`src/rtl/ml_acc_pkg.sv`:
```
// Shared types and constants for the ml_acc compute core.
package ml_acc_pkg;

  localparam int DATA_W           = 32;
  localparam int ACC_W            = 64;
  localparam int WORD_STRIDE      = 4;
  localparam int START_REG_OFFSET = 10;

  typedef enum logic [1:0] {
    IDLE  = 2'd0,
    FETCH = 2'd1,
    DRAIN = 2'd2,
    DONE  = 2'd3
  } state_t;

endpackage

```
`src/rtl/mac_pipe.sv`:
```
// Registered signed multiply followed by a wrapping accumulate.
// A valid bit travels alongside each element through both stages.
module mac_pipe #(
  parameter int DATA_W = ml_acc_pkg::DATA_W,
  parameter int ACC_W  = ml_acc_pkg::ACC_W
) (
  input  logic                     clk,
  input  logic                     rst,
  input  logic                     clear,
  input  logic                     valid_in,
  input  logic signed [DATA_W-1:0] a,
  input  logic signed [DATA_W-1:0] b,
  output logic signed [ACC_W-1:0]  acc,
  output logic                     busy
);

  logic                       s1_v;
  logic                       s2_v;
  logic signed [2*DATA_W-1:0] prod_q;

  // s1_v marks BRAM data present on a/b; s2_v marks prod_q holding a product.
  always_ff @(posedge clk or posedge rst) begin
    if (rst) begin
      s1_v   <= 1'b0;
      s2_v   <= 1'b0;
      prod_q <= '0;
      acc    <= '0;
    end else if (clear) begin
      s1_v   <= 1'b0;
      s2_v   <= 1'b0;
      prod_q <= '0;
      acc    <= '0;
    end else begin
      s1_v <= valid_in;
      s2_v <= s1_v;
      if (s1_v) prod_q <= a * b;
      if (s2_v) acc <= acc + ACC_W'(prod_q);
    end
  end

  assign busy = s1_v | s2_v;

endmodule

```
`src/rtl/mac_bram_engine.sv`:
```
// Dot-product engine: streams two BRAMs in lockstep through mac_pipe and
// reports a 64-bit result with a one-cycle done pulse.
module mac_bram_engine
  import ml_acc_pkg::*;
#(
  parameter int DATA_W = ml_acc_pkg::DATA_W,
  parameter int ACC_W  = ml_acc_pkg::ACC_W,
  parameter int ADDR_W = 32,
  parameter int LEN_W  = 10
) (
  input  logic              ACLK,
  input  logic              ARESET,
  input  logic              start,
  input  logic [LEN_W-1:0]  vec_len,
  output logic [ADDR_W-1:0] in_bram_addr,
  output logic              in_bram_en,
  input  logic [DATA_W-1:0] in_bram_dout,
  output logic [3:0]        in_bram_we,
  output logic [ADDR_W-1:0] wt_bram_addr,
  output logic              wt_bram_en,
  input  logic [DATA_W-1:0] wt_bram_dout,
  output logic [3:0]        wt_bram_we,
  output logic              busy,
  output logic              done,
  output logic [ACC_W-1:0]  result,
  output state_t            state
);

  state_t                   next;
  logic [LEN_W-1:0]         len_q;
  logic [LEN_W-1:0]         idx;
  logic                     accept;
  logic                     last_issue;
  logic                     pipe_busy;
  logic signed [ACC_W-1:0]  acc;
  logic [ADDR_W-1:0]        addr;

  assign accept     = (state == IDLE) && start;
  assign last_issue = (idx == len_q - LEN_W'(1));

  // A zero-length request passes through DRAIN, which sees an empty
  // pipeline and completes one cycle later.
  always_comb begin
    next = state;
    case (state)
      IDLE:    if (start) next = (vec_len == '0) ? DRAIN : FETCH;
      FETCH:   if (last_issue) next = DRAIN;
      DRAIN:   if (!pipe_busy) next = DONE;
      DONE:    next = IDLE;
      default: next = IDLE;
    endcase
  end

  always_ff @(posedge ACLK or posedge ARESET) begin
    if (ARESET) state <= IDLE;
    else        state <= next;
  end

  always_ff @(posedge ACLK or posedge ARESET) begin
    if (ARESET) begin
      len_q  <= '0;
      idx    <= '0;
      result <= '0;
    end else begin
      if (accept) begin
        len_q <= vec_len;
        idx   <= '0;
      end else if (state == FETCH) begin
        idx <= idx + LEN_W'(1);
      end
      if (state == DRAIN && !pipe_busy) result <= acc;
    end
  end

  assign addr         = (state == FETCH) ? ADDR_W'(idx) * ADDR_W'(WORD_STRIDE) : '0;
  assign in_bram_addr = addr;
  assign wt_bram_addr = addr;
  assign in_bram_en   = (state == FETCH);
  assign wt_bram_en   = (state == FETCH);
  assign in_bram_we   = 4'b0000;
  assign wt_bram_we   = 4'b0000;
  assign busy         = (state != IDLE);
  assign done         = (state == DONE);

  mac_pipe #(
    .DATA_W (DATA_W),
    .ACC_W  (ACC_W)
  ) u_mac_pipe (
    .clk      (ACLK),
    .rst      (ARESET),
    .clear    (accept),
    .valid_in (in_bram_en),
    .a        (in_bram_dout),
    .b        (wt_bram_dout),
    .acc      (acc),
    .busy     (pipe_busy)
  );

endmodule

```
`config.mk`:
```
export PLATFORM = sky130hd
export DESIGN_NAME = mac_bram_engine
export DESIGN_NICKNAME = d
export VERILOG_FILES = /design/src/rtl/ml_acc_pkg.sv /design/src/rtl/mac_pipe.sv /design/src/rtl/mac_bram_engine.sv
export SDC_FILE = /design/constraint.sdc
export NUM_CORES = 2
export LEC_CHECK = 0
export ABC_AREA = 1
export CORE_AREA = 2 2 293 411
export CTS_CLUSTER_DIAMETER = 80
export DETAILED_ROUTE_END_ITERATION = 10
export DIE_AREA = 0 0 295 413
export GPL_TIMING_DRIVEN = 0
export SLEW_MARGIN = 40
export SYNTH_ARGS = -nofsm -noshare
export SYNTH_HDL_FRONTEND = slang
export SYNTH_SLANG_ARGS = --single-unit
export TNS_END_PERCENT = 50
```
`constraint.sdc`:
```
create_clock -name ACLK -period 16.3 [get_ports ACLK]
set_clock_uncertainty 0.05 [all_clocks]
set_input_delay 1.63 -clock ACLK [delete_from_list [all_inputs] [get_ports ACLK]]
set_output_delay 1.63 -clock ACLK [all_outputs]
set_load 0.02 [all_outputs]
```
==> flow_summary.toml <==
[run_status]
status = "complete, no violations"

[die]
dieArea_um2 = 122000
start_util_pct = 44.7
die_w_um = 295
fp.coreArea_um2 = 118000
rows = 150
die_h_um = 413
ios = 219

[worst_hold_path]
hold_end = "result[15]"
hp-start = "result[15]"
holdPathStages = 2
hold_class = "register to register"

[critical_path]
cp_max_fo = 10
reg2reg_to = "u_mac_pipe.acc[2]"
r2r-start = "state[1]"
rr_worst_depth = 8
slowest_stage = "fa_1"
crit_path_max_incr_delay_ns = 1.02
r2r_slack_ns = 12.93
worst_setup_path_start_kind = "primary input"
critPathKind = "primary input to register"
required_ns = 16.69
end_kind = "register"
cp_data_arrival_time_ns = 11.23

[yosys]
avgSynthCellArea_um2 = 7.48
synthCells = 7078
yosys.area.top_type = "fa_1"
ys.flop_type = "dfrtp_1"
ys_seq_elements = 216
synth_top_cell_area_share_pct = 41.0
synth.most_common_cell = "nand2_1"
yosysWarningCount = 0
yosys-top-cells-count = "2177 x nand2_1, 1949 x inv_1, 1083 x fa_1"
async_flop_share_pct = 100
ys_seq_area_share_pct = 10.2
synth_area_um2 = 52900
synth.area.top_cells = "fa_1 41%, nand2_1 15%, inv_1 14%"
synth_edf_count = 0
synth.distinct_cells = 47

[timing]
slew_viol_final = 0
setup_violations = 0
timing.fmax_ghz = 0.0922
fin_crit_ns = 10.85
hold_viol = 0
fin_crit_sh_pct = 66.5
max-slew-margin-rel_pct = 36.2
fin_tns_setup_ns = 0
grt_setup_unrepaired = "no"
tightest_slew_ns = 0.957

[routing]
drc = 0
vias = 45500
dr.pass1.iters = 6
wl_mm = 222
drtIter0Drc = 2973
routed_via_density = 5.10
wl_per_cell_um = 24.9
ant_nets = 0

[flow_run]
cap_violations = 0

[final_layout]
stdcell_area_um2 = 57700
areaGrowthSynthToFinish_pct = 9.05
fin_nets = 8736
drive_above_1_share_pct = 4.47

[place]
port_buffers = 166
dpl_cell_area_um2 = 57000
finalWeightedCongestion = 1.03
place_hpwl_mm = 191

[cts]
path_clk_slew_ns = 0.07
postCtsSetupBuffers = 0
postCtsResizedCells = 0
cts_buffers = 21
cts_tree = "done"
max-clock-path-buffers = 3
htree_levels = 1
cts-hold-fix-buffers = 0
clk_latency_ns = 0.57
cts_root_buf = "clkbuf_16"
cts_num_sinks = 216

[grt]
grt_pass1_wl_mm = 320
gr-total-overflow = 0
track_usage_pct = 37.2
grt_max_degree = 76
first_global_vias = 48300
antenna_found_initial = 2
-- layout by cell type (no fill, tap or decap), drive strengths merged, types with 4 or more instances in the layout --
master	instances
nand4	27
clkbuf	245
conb	52
mux2	32
dfrtp	216
fa	1083
a21o	4
o21ai	190
ha	254
clkinv	9
nand3	183
nand2	2194
nor3	34
nor4	13
o22ai	18
inv	1957
or2	9
a21boi	7
nand3b	8
buf	79
o21bai	24
clkdlybuf4s50	165
xnor2	13
xor2	8
a21oi	180
nor2	308
-- state kept, by name, indices dropped and copies added (netlist names) --
signal and count:
idx 10, len_q 10, result 64, state 2, u_mac_pipe.acc 64, u_mac_pipe.prod_q 64, u_mac_pipe.s1_v 1, u_mac_pipe.s2_v 1
-- kinds of logic after synthesis --
group	Yosys count	share of synthesized area [%]
simple gates	2782	20.9
flops	216	10.2
xor+xnor	21	0.348
mux	32	0.681
buf+inv	2252	16.4
fa+ha+maj	1337	47.0
other cells	1	0.00709
compound gates	437	4.46
-- worst max-delay path, delay by kind of cell --
kind                       cells  cell delay (ns)
adders and majority gates      9             4.98
buffers and inverters         10             2.71
and+or+nand+nor               11             1.85
-- through the flow --
| stage | instances | hold slack (ns) | util [%] | setup WS [ns] |
|---|---|---|---|---|
| global placement | 8891 | 0.418 | 47.9 | 4.64 |
| floorplan | 7129 | 0.403 | - | 7.85 |
| global route | 8931 | 0.456 | 48.7 | 5.03 |
| finish | 8933 | 0.434 | 48.7 | 5.45 |
| detailed placement | 8895 | 0.422 | 48.2 | 4.96 |
| CTS | 8931 | 0.439 | 48.7 | 5.56 |
-- cell type report --
type                    count  area (um2)
fillers                 12400       60700
multi-input cells        4661       39000
inverters                1957        7350
flip-flops and latches    216        5410
well taps                1596        2000
repair buffers            170        1770
plain buffers             295        1500
clock buffers              24         537
clock inverters            12         145
diodes                      2        5.00
-- layer usage --
metal  part of all wire, %  track usage, %
met1                    33            38.3
met2                    51            67.2
met3                   4.9            3.66
met4                    11            32.1
met5                     0               0
-- worst max path at each step --
stage	from	end	cells past startpoint
2_1_floorplan	in_bram_dout[31]	u_mac_pipe.prod_q[63]	29
3_3_place_gp	in_bram_dout[31]	u_mac_pipe.prod_q[53]	28
3_5_place_dp	in_bram_dout[31]	u_mac_pipe.prod_q[53]	30
4_1_cts	in_bram_dout[31]	u_mac_pipe.prod_q[53]	30
5_1_grt	in_bram_dout[31]	u_mac_pipe.prod_q[53]	30
6_report	in_bram_dout[31]	u_mac_pipe.prod_q[53]	30
Power is left out: the tool's default activity adds up to more than one toggle a clock period on the data nets, which glitch-free logic cannot reach.
